==> config.mk <==
export PLATFORM = sky130hd
export DESIGN_NAME = fft_sample_capture
export DESIGN_NICKNAME = d
export VERILOG_FILES = /design/src/rtl/fft_cap_pkg.sv /design/src/rtl/fft_cap_decim.sv /design/src/rtl/fft_sample_capture.sv
export SDC_FILE = /design/constraint.sdc
export NUM_CORES = 1
export LEC_CHECK = 0
export BUFFER_PORTS_ARGS = -buffer_cell sky130_fd_sc_hd__buf_2
export CORE_MARGIN = 2
export CORE_UTILIZATION = 60
export DETAILED_ROUTE_END_ITERATION = 8
export HOLD_SLACK_MARGIN = 0.1
export PLACE_DENSITY_LB_ADDON = 0.15
export SYNTH_ARGS = -nofsm -noshare
export SYNTH_HDL_FRONTEND = slang
export SYNTH_HIERARCHICAL = 1
export SYNTH_SLANG_ARGS = --single-unit
==> constraint.sdc <==
create_clock -name clk -period 4 [get_ports clk]
set_clock_uncertainty 0.1 [all_clocks]
set_input_delay 0.2 -clock clk [delete_from_list [all_inputs] [get_ports clk]]
set_output_delay 0.2 -clock clk [all_outputs]
set_load 0.01 [all_outputs]
==> src/rtl/fft_cap_pkg.sv <==
// rtl/fft_cap_pkg.sv - shared types and constants for the FFT sample capture front-end
package fft_cap_pkg;

   typedef enum logic [2:0] {
      ST_IDLE,
      ST_ARMED,
      ST_CAPTURE,
      ST_START,
      ST_HOLD
   } cap_state_t;

   function automatic int frame_len(input int addr_width);
      return 2 ** addr_width;
   endfunction

   function automatic int conv_shift(input int data_width, input int adc_width);
      return data_width - adc_width;
   endfunction

endpackage

==> src/rtl/fft_cap_decim.sv <==
// rtl/fft_cap_decim.sv - decimation counter and offset-binary to two's complement conversion
module fft_cap_decim
   import fft_cap_pkg::*;
#(
   parameter int ADC_WIDTH  = 8,
   parameter int DATA_WIDTH = 12
) (
   input  logic                         clk,
   input  logic                         rst_n,
   input  logic                         clr,
   input  logic [15:0]                  decim,
   input  logic [ADC_WIDTH-1:0]         adc_data,
   input  logic                         adc_valid,
   output logic                         kept,
   output logic signed [DATA_WIDTH-1:0] sample
);

   localparam int SHIFT = conv_shift(DATA_WIDTH, ADC_WIDTH);

   logic [15:0]                  decim_q;
   logic [15:0]                  dcnt;
   logic [15:0]                  dlast;
   logic [ADC_WIDTH-1:0]         centered;
   logic signed [DATA_WIDTH-1:0] extended;

   assign dlast = (decim_q > 16'd1) ? decim_q - 16'd1 : 16'd0;
   assign kept  = adc_valid && (dcnt == 16'd0);

   // Subtracting mid-scale from offset binary is just an MSB flip.
   assign centered = {~adc_data[ADC_WIDTH-1], adc_data[ADC_WIDTH-2:0]};
   assign extended = DATA_WIDTH'(signed'(centered));
   assign sample   = extended <<< SHIFT;

   always_ff @(posedge clk or negedge rst_n) begin
      if (!rst_n) begin
         decim_q <= 16'd0;
         dcnt    <= 16'd0;
      end else if (clr) begin
         decim_q <= decim;
         dcnt    <= 16'd0;
      end else if (adc_valid) begin
         dcnt <= (dcnt >= dlast) ? 16'd0 : dcnt + 16'd1;
      end
   end

endmodule

==> src/rtl/fft_sample_capture.sv <==
// rtl/fft_sample_capture.sv - decimate, trigger and write one frame into the FFT input RAM
module fft_sample_capture
   import fft_cap_pkg::*;
#(
   parameter int ADC_WIDTH  = 8,
   parameter int DATA_WIDTH = 12,
   parameter int ADDR_WIDTH = 8,
   parameter int HOLDOFF    = 4096,
   parameter int TIMEOUT    = 65535
) (
   input  logic                         clk,
   input  logic                         rst_n,
   input  logic [ADC_WIDTH-1:0]         adc_data,
   input  logic                         adc_valid,
   input  logic [15:0]                  decim,
   input  logic                         trig_en,
   input  logic [ADC_WIDTH-1:0]         trig_level,
   input  logic                         run,
   output logic signed [DATA_WIDTH-1:0] fft_data_in,
   output logic [ADDR_WIDTH-1:0]        fft_addr_in,
   output logic                         fft_data_in_en,
   output logic                         start,
   output logic                         busy,
   output logic                         trig_timeout
);

   localparam int FRAME_LEN = frame_len(ADDR_WIDTH);
   localparam int HCW       = $clog2(HOLDOFF + 1);
   localparam int TCW       = $clog2(TIMEOUT + 1);
   localparam logic [ADDR_WIDTH-1:0] LAST_ADDR    = ADDR_WIDTH'(FRAME_LEN - 1);
   localparam logic [HCW-1:0]        HOLD_LAST    = HCW'(HOLDOFF - 1);
   localparam logic [TCW-1:0]        TIMEOUT_LAST = TCW'(TIMEOUT - 1);

   cap_state_t                   state, state_nx;
   logic                         run_q;
   logic [ADDR_WIDTH-1:0]        widx, widx_nx;
   logic [HCW-1:0]               hcnt, hcnt_nx;
   logic [TCW-1:0]               tcnt, tcnt_nx;
   logic [ADC_WIDTH-1:0]         prev, prev_nx;
   logic                         prev_ok, prev_ok_nx;
   logic                         wr, to_pulse, start_nx, arm, trig_hit;
   logic                         kept;
   logic signed [DATA_WIDTH-1:0] sample;

   fft_cap_decim #(
      .ADC_WIDTH  (ADC_WIDTH),
      .DATA_WIDTH (DATA_WIDTH)
   ) u_decim (
      .clk       (clk),
      .rst_n     (rst_n),
      .clr       (arm),
      .decim     (decim),
      .adc_data  (adc_data),
      .adc_valid (adc_valid),
      .kept      (kept),
      .sample    (sample)
   );

   // prev_ok keeps the first kept sample after arming from ever triggering.
   assign trig_hit = prev_ok && (prev < trig_level) && (adc_data >= trig_level);
   assign busy     = (state != ST_IDLE);

   always_comb begin
      state_nx   = state;
      widx_nx    = widx;
      hcnt_nx    = hcnt;
      tcnt_nx    = tcnt;
      prev_nx    = prev;
      prev_ok_nx = prev_ok;
      wr         = 1'b0;
      to_pulse   = 1'b0;
      start_nx   = 1'b0;
      arm        = 1'b0;
      case (state)
         ST_IDLE: begin
            if (run && !run_q) state_nx = ST_ARMED;
         end
         ST_ARMED: begin
            if (kept) begin
               prev_nx    = adc_data;
               prev_ok_nx = 1'b1;
               if (!trig_en || trig_hit) begin
                  wr       = 1'b1;
                  widx_nx  = widx + 1'b1;
                  state_nx = ST_CAPTURE;
               end else if (tcnt == TIMEOUT_LAST) begin
                  to_pulse = 1'b1;
                  state_nx = ST_CAPTURE;
               end else begin
                  tcnt_nx = tcnt + 1'b1;
               end
            end
         end
         ST_CAPTURE: begin
            if (kept) begin
               wr      = 1'b1;
               widx_nx = widx + 1'b1;
               if (widx == LAST_ADDR) state_nx = ST_START;
            end
         end
         ST_START: begin
            start_nx = 1'b1;
            hcnt_nx  = '0;
            state_nx = ST_HOLD;
         end
         ST_HOLD: begin
            if (hcnt == HOLD_LAST) state_nx = run ? ST_ARMED : ST_IDLE;
            else                   hcnt_nx  = hcnt + 1'b1;
         end
         default: state_nx = ST_IDLE;
      endcase
      // Every frame starts from address 0 with fresh trigger history.
      if (state_nx == ST_ARMED && state != ST_ARMED) begin
         arm        = 1'b1;
         widx_nx    = '0;
         tcnt_nx    = '0;
         prev_ok_nx = 1'b0;
      end
   end

   always_ff @(posedge clk or negedge rst_n) begin
      if (!rst_n) begin
         state          <= ST_IDLE;
         run_q          <= 1'b0;
         widx           <= '0;
         hcnt           <= '0;
         tcnt           <= '0;
         prev           <= '0;
         prev_ok        <= 1'b0;
         fft_data_in    <= '0;
         fft_addr_in    <= '0;
         fft_data_in_en <= 1'b0;
         start          <= 1'b0;
         trig_timeout   <= 1'b0;
      end else begin
         state          <= state_nx;
         run_q          <= run;
         widx           <= widx_nx;
         hcnt           <= hcnt_nx;
         tcnt           <= tcnt_nx;
         prev           <= prev_nx;
         prev_ok        <= prev_ok_nx;
         fft_data_in_en <= wr;
         start          <= start_nx;
         trig_timeout   <= to_pulse;
         if (wr) begin
            fft_data_in <= sample;
            fft_addr_in <= widx;
         end
      end
   end

endmodule

==> impl_metrics.csv, run 1 <==
group,metric,value,unit
clocking,path_clk_slew,0.10,ns
synth,syn-mean-instance-area,9.95,µm²
global_route,grt_pass1_vias,4861,
clocking,htreeDepth,3,
timing,period_share,0.957,
power,combPwrFrac,0.372,
routing,routed_wl,13000,µm
setup_path,worstSetupPathType,"reg -> reg",
floorplanning,fp-row-count,37,
floorplanning,die_h,105,µm
routing,vias,4954,
power,ir_worst_vdd,0.000345,V
floorplanning,start_util,0.609,
timing,period_minus_slack,3.83,ns
clocking,cts_made_buffers,9,
routing,wl_per_cell,15.5,µm
floorplanning,num_io_pins,61,
timing,setup_viol,0,
worst_hold_path,hold_path_class,"in -> reg",
timing,fmax,0.261,GHz
placement,hpwl,9240,µm
synth,ys_ff_latch,105,
layout,utilization,0.690,
setup_path,cp.required,4.16,ns
synth,yosysSeqAreaShare,0.426,
routing,vias_per_cell,5.90,
clocking,root_buffer,"clkbuf_8",
worst_hold_path,min-delay-start,"adc_valid",
clocking,clk-insertion-delay-late,0.38,ns
status,outcome,"completed",
power,pwr-share-seq,0.452,
routing,drcViolationCount,0,
floorplanning,fp.dieArea,11100,µm²
routing,ant_nets,0,
synth,synth_cells,620,
global_route,grt_max_degree,48,
setup_path,cp.arrival,3.99,ns
layout,syn_to_final_growth,13.3,%
setup_path,worstSetupStartpointType,"flip-flop",
floorplanning,die_x,105,µm
clocking,cts_tree,"done",
synth,synth_edf_count,0,
setup_path,r2r-start,"u_decim/decim_q[5]",
placement,portBuffers,60,
synth,synth-main-ff-cell,"dfrtp_1",
power,p_leak,0.00326,µW
placement,place_ws,0.189,ns
timing,fin_tns_setup,0,ns
global_route,grt_usage,0.248,
synth,syn-cell-area,6170,µm²
power,p_clk_frac,0.176,
synth,yosys_warnings,6,
setup_path,cp-end-kind,"flip-flop",
floorplanning,core,10100,µm²
timing,maxSlewHeadroom,0.502,
layout,drive_above_1_share,0.203,
power,total_power,3510,µW
timing,tightestPinTransition,0.744,ns
clocking,postCtsSetupBuffers,0,
routing,drt_pass1_iterations,5,
power,p_sw,1350,µW
power,power_density,501,nW/µm²
global_route,grt_pass1_wl,22400,µm
power,switching_share,0.385,
job,cap_viol_max_count,0,
timing,setup_ws,0.173,ns
global_route,antenna_found_initial,0,
clocking,clockBufferDepth,2,
setup_path,crit_start,"u_decim/decim_q[5]",
global_route,grt-ovfl-total,0,
timing,hold_viol,0,
timing,drv_slew,0,
layout,fin_nets,774,
clocking,cts_sinks,105,
power,p_int,2160,µW
routing,drt-initial-drc-count,220,
setup_path,critPathMaxFanout,13,
layout,antenna_cells,0,
synth,synth_cell_types,70,
synth,async_flop_share,1.00,
placement,gp_congestion,0.858,
-- critical path, stage by stage (launching register included) --
cell     delay (ns)
dfrtp_1        0.45
nor4_2         0.40
or3b_1         0.47
nor4_2         0.20
xor2_1         0.17
nand2_1        0.07
ha_1           0.29
nand4_1        0.13
or3_1          0.39
or4_4          0.50
buf_4          0.22
a41oi_1        0.24
a31oi_1        0.07
-- layout by cell type (no fill, tap or decap), drive strengths merged, types with 5 or more instances in the layout --
cell	n
o211ai	10
nand3	21
mux2	36
ha	39
nand2	93
o21ai	17
buf	71
a21oi	17
or4	11
clkbuf	9
nor2b	6
nor3	13
nand2b	8
inv	20
a41oi	7
o2111ai	11
o21a	5
a31oi	8
and3	7
dfrtp	105
dlygate4sd3	27
nor4	13
nand4	16
o31ai	7
or3	10
nor2	34
xor2	18
mux2i	7
-- cell families after synthesis --
| family | after synthesis | share of synthesized area |
|---|---|---|
| flip-flops | 105 | 0.426 |
| other | 1 | 0.000608 |
| AND/OR/NAND/NOR | 255 | 0.214 |
| adder cells (fa/ha/maj) | 39 | 0.0791 |
| multiplexers | 43 | 0.0770 |
| XOR/XNOR | 21 | 0.0298 |
| buffers and inverters | 53 | 0.0442 |
| AO/OA/AOI/OAI | 103 | 0.130 |
-- per-layer routing --
metal | vias to the layer above | track usage | part of all wire
li1 | 2407 | - | -
met4 | 0 | 0.0581 | 0.011
met3 | 14 | 0.0482 | 0.045
met1 | 2411 | 0.298 | 0.42
met2 | 122 | 0.457 | 0.52
met5 | - | 0 | 0
-- through the flow --
step	cells	hold slack (ns)	instance area, µm²
2_1_floorplan	623	-0.196	6180
3_3_place_gp	796	0.147	6540
3_5_place_dp	796	0.141	6540
4_1_cts	839	0.151	6990
5_1_grt	839	0.182	6990
6_report	839	0.168	6990
-- state kept, by name, summed over array words and instances (netlist names) --
register and cells:
run_q 1, start 1, fft_data_in 12, u_decim/dcnt 16
fft_addr_in 8, prev_ok 1, trig_timeout 1, fft_data_in_en 1
prev 8, u_decim/decim_q 16, hcnt 13, state 3
tcnt 16, widx 8
-- timing repair --
item / CTS / global route
gates resized for setup: 0 / 1
hold endpoints to repair: 79 / 0
hold buffers: 27 / 0
setup endpoints to repair: 0 / 3
-- final cells by class --
class / count / area [µm²]
Tap cell: 136 / 170
Inverter: 19 / 71.3
Clock buffer: 9 / 124
Multi-Input combinational cell: 465 / 3290
Clock inverter: 7 / 56.3
Fill cell: 770 / 3150
Timing Repair Buffer: 98 / 656
Sequential cell: 105 / 2630
-- Yosys cell counts, types with 8 or more instances --
master	n	area share
mux2_2	32	0.058
nor3_1	13	0.011
nand2b_1	8	0.0081
clkbuf_1	13	0.0079
nand3_1	21	0.017
nand2_1	92	0.056
or4_1	9	0.011
o2111ai_1	10	0.014
dfrtp_1	105	0.43
ha_1	39	0.079
a21oi_1	17	0.014
nor2_1	34	0.021
buf_4	12	0.015
o211ai_1	8	0.0097
nor4_1	10	0.010
nand4_1	16	0.016
inv_1	19	0.012
xor2_1	18	0.026
o21ai_0	16	0.013
or3_1	9	0.0091
-- path summary, 6_finish.rpt --
check | end | slack (ns) | cells past startpoint
max in group asynchronous | hcnt[3] | 2.71 | 3
min reg2reg | prev_ok | 0.39 | 2
max | u_decim/dcnt[14] | 0.17 | 12
min | u_decim/dcnt[2] | 0.17 | 3
max reg2reg | u_decim/dcnt[14] | 0.17 | 12
min in group asynchronous | fft_data_in[6] | 0.24 | 2
-- power by group through the flow --
stage          combinational (µW)  clock [µW]  sequential [µW]
6_report                     1310         617             1580
5_1_grt                      1480         671             1630
4_1_cts                      1320         638             1580
3_5_place_dp                 1290           0             1600
3_3_place_gp                 1240           0             1580
2_1_floorplan                 945           0             1550
Power figures use the tool's default switching activity.
==> run 2, diff against run 1 <==
--- a/config.mk
+++ b/config.mk
@@ -8,10 +8,11 @@
 export BUFFER_PORTS_ARGS = -buffer_cell sky130_fd_sc_hd__buf_2
 export CORE_MARGIN = 2
 export CORE_UTILIZATION = 60
+export CTS_CLUSTER_DIAMETER = 50
 export DETAILED_ROUTE_END_ITERATION = 8
 export HOLD_SLACK_MARGIN = 0.1
 export PLACE_DENSITY_LB_ADDON = 0.15
+export SETUP_SLACK_MARGIN = 0.4
 export SYNTH_ARGS = -nofsm -noshare
 export SYNTH_HDL_FRONTEND = slang
-export SYNTH_HIERARCHICAL = 1
 export SYNTH_SLANG_ARGS = --single-unit
==> impl_metrics.csv, run 2 <==
group,metric,value,unit
floorplanning,fp.dieArea,10700,µm²
setup_path,cp-end-kind,"flip-flop",
global_route,antenna_found_initial,0,
clocking,cts_tree,"done",
setup_path,cp.arrival,3.76,ns
synth,synth_cells,635,
setup_path,critPathMaxFanout,7,
layout,final_area,6990,µm²
clocking,cts_sinks,101,
timing,fmax,0.282,GHz
setup_path,worstSetupPathType,"reg -> reg",
timing,fin_tns_setup,0,ns
layout,antenna_cells,0,
power,power_density,309,nW/µm²
routing,routed_wl,13600,µm
timing,maxSlewHeadroom,0.316,
layout,fin_nets,800,
synth,ys_ff_latch,101,
setup_path,worstSetupStartpointType,"flip-flop",
synth,yosys_warnings,0,
setup_path,r2r-start,"u_decim.decim_q[9]",
floorplanning,die_x,103,µm
floorplanning,core,9680,µm²
floorplanning,die_h,103,µm
synth,yosys-top-cells-area,"dfrtp_1 43%, ha_1 8.3%, nand2_1 6.7%, nor2_1 3.2%, mux2_2 3.1%",
setup_path,cp.required,4.22,ns
floorplanning,num_io_pins,61,
layout,drive_above_1_share,0.209,
synth,synth.most_common_cell,"nand2_1",
layout,reg_top3,"tcnt x16, u_decim.dcnt x16, u_decim.decim_q x16",
global_route,grt_pass1_wl,21500,µm
placement,portBuffers,56,
layout,final_cell_mix,"100 x nand2_1, 98 x dfrtp_1, 55 x buf_2, 49 x nor2_1, 35 x ha_1",
setup_path,r2r_cells,13,
synth,synth_edf_count,0,
clocking,htreeDepth,3,
global_route,grt-ovfl-total,0,
timing,period_share,0.886,
timing,setup_viol,0,
synth,synth-main-ff-cell,"dfrtp_1",
worst_hold_path,hold_path_class,"in -> reg",
layout,utilization,0.722,
synth,synth_cell_types,69,
synth,synth_top_area_share,0.428,
status,outcome,"completed",
synth,async_flop_share,1.00,
layout,syn_to_final_growth,18.4,%
setup_path,path_buf_inv,1,
routing,ant_nets,0,
global_route,grt_max_degree,79,
job,cap_viol_max_count,0,
global_route,grt_pass1_vias,4682,
setup_path,slowest_delay,0.45,ns
timing,holdWs,0.145,ns
routing,vias,5008,
setup_path,path_cells,"nor4_4 -> o2111a_2 -> nand2_4 -> nand2_2 -> ha_4 -> and4_4 -> a221o_1 -> a311oi_2 -> o21ai_1 -> a221oi_2 -> buf_4 -> a31o_2 -> a22o_1",
clocking,clk-insertion-delay-late,0.37,ns
placement,place_area,6280,µm²
clocking,root_buffer,"clkbuf_8",
power,ir_worst_vdd,0.000183,V
synth,synthTopCellsByCount,"105 x nand2_1, 101 x dfrtp_1, 50 x nor2_1, 39 x ha_1, 35 x nand3_1",
synth,yosysTopAreaCell,"dfrtp_1",
routing,wl_per_cell,15.8,µm
routing,drcViolationCount,0,
placement,gp_congestion,0.850,
timing,tightestPinTransition,1.03,ns
timing,rsz0062_at_grt,"no",
clocking,cts_made_buffers,9,
worst_hold_path,min-delay-start,"adc_valid",
setup_path,critPathSlowestCell,"dfrtp_1",
routing,drt-initial-drc-count,236,
routing,drt_pass1_iterations,5,
timing,period_minus_slack,3.55,ns
synth,syn-cell-area,5910,µm²
layout,final_common_cell,"nand2_1",
power,p_leak,0.00342,µW
clocking,path_clk_slew,0.10,ns
floorplanning,fp-row-count,36,
worst_hold_path,whs_path_depth,3,
setup_path,crit_start,"u_decim.decim_q[9]",
global_route,grt_usage,0.255,
floorplanning,start_util,0.610,
synth,yosysSeqAreaShare,0.428,
setup_path,crit_family,"compound AO/OA/AOI/OAI gates",
setup_path,reg2reg_slack,0.45,ns
routing,vias_per_cell,5.81,
timing,drv_slew,0,
worst_hold_path,holdPathEnd,"u_decim.dcnt[6]",
synth,syn-mean-instance-area,9.30,µm²
placement,hpwl,8770,µm
timing,hold_viol,0,
clocking,clockBufferDepth,2,
setup_path,r2r-end,"u_decim.dcnt[13]",
==> run 2: cell types whose count changed after synthesis, sizes merged, moves of 7 or more <==
cell	before	now
o21ai	17	28
a41oi	7	0
o211ai	10	1
o2111ai	11	1
a21oi	17	27
or4	11	2
nor2	34	51
nand3	21	35
nand2	93	105
mux2	36	16
a31o	0	7
==> run 2: logic make-up after synthesis <==
kind of cell / share of synthesized area
fa+ha+maj: 0.0826
mux: 0.0390
xor+xnor: 0.0400
buf+inv: 0.0426
other cells: 0.000635
compound gates: 0.112
simple gates: 0.255
flops: 0.428
==> run 2: layout make-up <==
cell class                 count  area, µm²
clock buffer                  13        149
clock inverter                 3       43.8
fill                         702       2690
inverter                      24       90.1
multi-input combinational    485       3290
sequential                   101       2530
tap                          133        166
timing repair buffer         103        723
==> run 2: stage by stage <==
stage	std cells	worst slack (ns)	power [µW]
2_1_floorplan	638	0.557	1350
3_3_place_gp	808	0.482	1430
3_5_place_dp	808	0.234	1450
4_1_cts	851	0.429	2130
5_1_grt	862	0.295	2260
6_report	862	0.455	2160
==> run 2: worst max-delay path by stage <==
| stage | cells past startpoint | end |
|---|---|---|
| final | 13 | u_decim.dcnt[13] |
| after global routing | 14 | u_decim.dcnt[9] |
| after CTS | 13 | u_decim.dcnt[13] |
| after detailed placement | 13 | u_decim.dcnt[13] |
| after global placement | 13 | u_decim.dcnt[13] |
| after floorplan | 16 | u_decim.dcnt[2] |
==> run 2: where the power goes <==
part / switching [µW] / leakage, µW / internal, µW
logic: 185 / 0.00196 / 187
clock network: 352 / 0.0000980 / 309
registers: 75.1 / 0.00136 / 1050
==> run 2: per-layer routing <==
layer	global-route usage	routed length (µm)	part of all wire	vias to the layer above
li1	-	-	-	2412
met1	0.349	6010	0.44	2422
met2	0.420	6740	0.49	146
met3	0.0390	606	0.045	28
met4	0.0870	264	0.019	0
met5	0	0	0	-
==> run 2: tightest hold or removal path: stages <==
cell     delay, ns
buf_2         0.21
nand4_1       0.11
mux2i_1       0.06
==> run 2: what timing repair did <==
item                       in CTS  in global routing
setup endpoints to repair      16                 16
hold buffers                   27                  0
hold endpoints to repair      111                  0
setup buffers                   0                 11
resized for setup               3                 29
pin swaps                       1                 16
==> run 3, diff against run 2 <==
--- a/config.mk
+++ b/config.mk
@@ -11,7 +11,7 @@
 export CTS_CLUSTER_DIAMETER = 50
 export DETAILED_ROUTE_END_ITERATION = 8
 export HOLD_SLACK_MARGIN = 0.1
-export PLACE_DENSITY_LB_ADDON = 0.15
+export PLACE_DENSITY = 0.83
 export SETUP_SLACK_MARGIN = 0.4
 export SYNTH_ARGS = -nofsm -noshare
 export SYNTH_HDL_FRONTEND = slang
==> impl_metrics.csv, run 3 (synthesis results as in run 2) <==
group,metric,value,unit
global_route,antenna_found_initial,0,
timing,hold_viol,0,
routing,vias,5153,
clocking,cts_made_buffers,9,
timing,period_minus_slack,3.64,ns
setup_path,cp-end-kind,"flip-flop",
timing,drv_slew,0,
setup_path,cp.arrival,3.86,ns
routing,vias_per_cell,6.01,
floorplanning,die_x,103,µm
clocking,clockBufferDepth,2,
setup_path,r2r-end,"u_decim.dcnt[3]",
placement,gp_congestion,0.858,
timing,setup_ws,0.361,ns
power,ir_worst_vdd,0.000229,V
worst_hold_path,holdPathEnd,"u_decim.dcnt[0]",
layout,final_cell_mix,"104 x nand2_1, 95 x dfrtp_1, 56 x buf_2, 50 x nor2_1, 38 x ha_1",
power,power_density,306,nW/µm²
layout,reg_top3,"tcnt x16, u_decim.dcnt x16, u_decim.decim_q x16",
clocking,cts_tree,"done",
status,outcome,"completed",
floorplanning,die_h,103,µm
layout,drive_above_1_share,0.199,
layout,syn_to_final_growth,16.6,%
global_route,grt_pass1_wl,21800,µm
global_route,grt-ovfl-total,0,
power,p_leak,0.00338,µW
global_route,grt_usage,0.261,
routing,drcViolationCount,0,
placement,hpwl,9050,µm
worst_hold_path,whs_path_depth,3,
floorplanning,core,9680,µm²
timing,rsz0062_at_grt,"no",
layout,final_common_cell,"nand2_1",
placement,portBuffers,56,
routing,drt-initial-drc-count,429,
setup_path,reg2reg_slack,0.36,ns
floorplanning,num_io_pins,61,
layout,fin_nets,797,
setup_path,critPathMaxFanout,7,
clocking,clk-insertion-delay-late,0.38,ns
floorplanning,fp-row-count,36,
timing,period_share,0.910,
job,cap_viol_max_count,0,
placement,place_ws,0.169,ns
timing,fin_tns_setup,0,ns
timing,tightestPinTransition,0.913,ns
timing,fmax,0.275,GHz
setup_path,worstSetupStartpointType,"flip-flop",
routing,ant_nets,0,
timing,setup_viol,0,
routing,drt_pass1_iterations,6,
timing,maxSlewHeadroom,0.391,
clocking,root_buffer,"clkbuf_8",
clocking,cts_sinks,101,
routing,routed_wl,14300,µm
setup_path,cp.required,4.22,ns
setup_path,r2r-start,"u_decim.decim_q[4]",
worst_hold_path,min-delay-start,"adc_valid",
global_route,grt_max_degree,72,
global_route,grt_pass1_vias,4852,
setup_path,r2r_cells,15,
worst_hold_path,hold_path_class,"in -> reg",
layout,antenna_cells,0,
clocking,htreeDepth,3,
floorplanning,fp.dieArea,10700,µm²
setup_path,worstSetupPathType,"reg -> reg",
floorplanning,start_util,0.610,
routing,wl_per_cell,16.6,µm
clocking,path_clk_slew,0.10,ns
==> run 3: cell types whose count changed in the layout (fill, tap and decap cells not counted), sizes merged <==
cell    change
buf         -3
bufinv      -1
clkbuf      -1
clkinv      +2
inv         -1
==> run 3: report_power, final <==
part | switching [µW] | internal [µW] | leakage, µW | total, µW
logic | 190 | 178 | 0.00194 | 368
registers | 83.4 | 1050 | 0.00136 | 1140
clock network | 356 | 242 | 0.0000864 | 599
total | 630 | 1480 | 0.00338 | 2100
==> run 3: area by class of cell <==
type | count | area [µm²]
timing repair buffer | 100 | 682
clock inverter | 3 | 22.5
sequential | 101 | 2530
tap | 133 | 166
inverter | 24 | 90.1
multi-input combinational | 485 | 3240
fill | 680 | 2800
clock buffer | 12 | 145
==> run 3: worst max path at each step <==
stage	startpoint	endpoint	slack [ns]	cells past startpoint
2_1_floorplan	u_decim.decim_q[0]	u_decim.dcnt[2]	0.56	16
3_3_place_gp	u_decim.decim_q[7]	u_decim.dcnt[4]	0.37	13
3_5_place_dp	u_decim.decim_q[7]	u_decim.dcnt[3]	0.17	13
4_1_cts	u_decim.decim_q[0]	u_decim.dcnt[3]	0.43	14
5_1_grt	u_decim.decim_q[13]	u_decim.dcnt[3]	0.28	14
6_report	u_decim.decim_q[4]	u_decim.dcnt[3]	0.36	15
==> run 3: timing repair <==
action | 4_1_cts | 5_1_grt
setup endpoints to repair | 14 | 12
pin swaps | 0 | 7
endpoints found under the hold margin | 104 | 0
gates cloned | 0 | 2
hold buffers | 27 | 0
resized for setup | 8 | 21
setup buffers | 0 | 8
==> run 3: metrics by stage <==
stage,cells,utilization,total power [µW],cell area (µm²),hold WS [ns]
after floorplan,638,-,1350,5920,-0.196
after global placement,806,0.647,1420,6260,0.259
after detailed placement,806,0.647,1440,6260,0.263
after CTS,848,0.696,2050,6740,0.104
after global routing,858,0.711,2190,6890,0.142
final,858,0.711,2100,6890,0.130
==> run 3: critical path, stage by stage, from the launching register on <==
cell	delay, ns
dfrtp_2	0.47
nor3_4	0.27
buf_4	0.15
o2111a_2	0.25
nand2_4	0.09
buf_4	0.17
o21ai_0	0.09
ha_1	0.29
nand4_1	0.14
o21ai_0	0.16
a311oi_2	0.31
o21ai_1	0.11
a221oi_2	0.42
buf_6	0.18
and3_4	0.23
a22o_1	0.15
==> run 3: layer usage <==
| metal | wire length [µm] | GRT usage |
|---|---|---|
| met5 | 0 | 0 |
| met4 | 506 | 0.0951 |
| met3 | 809 | 0.0423 |
| met2 | 7120 | 0.448 |
| met1 | 5850 | 0.337 |
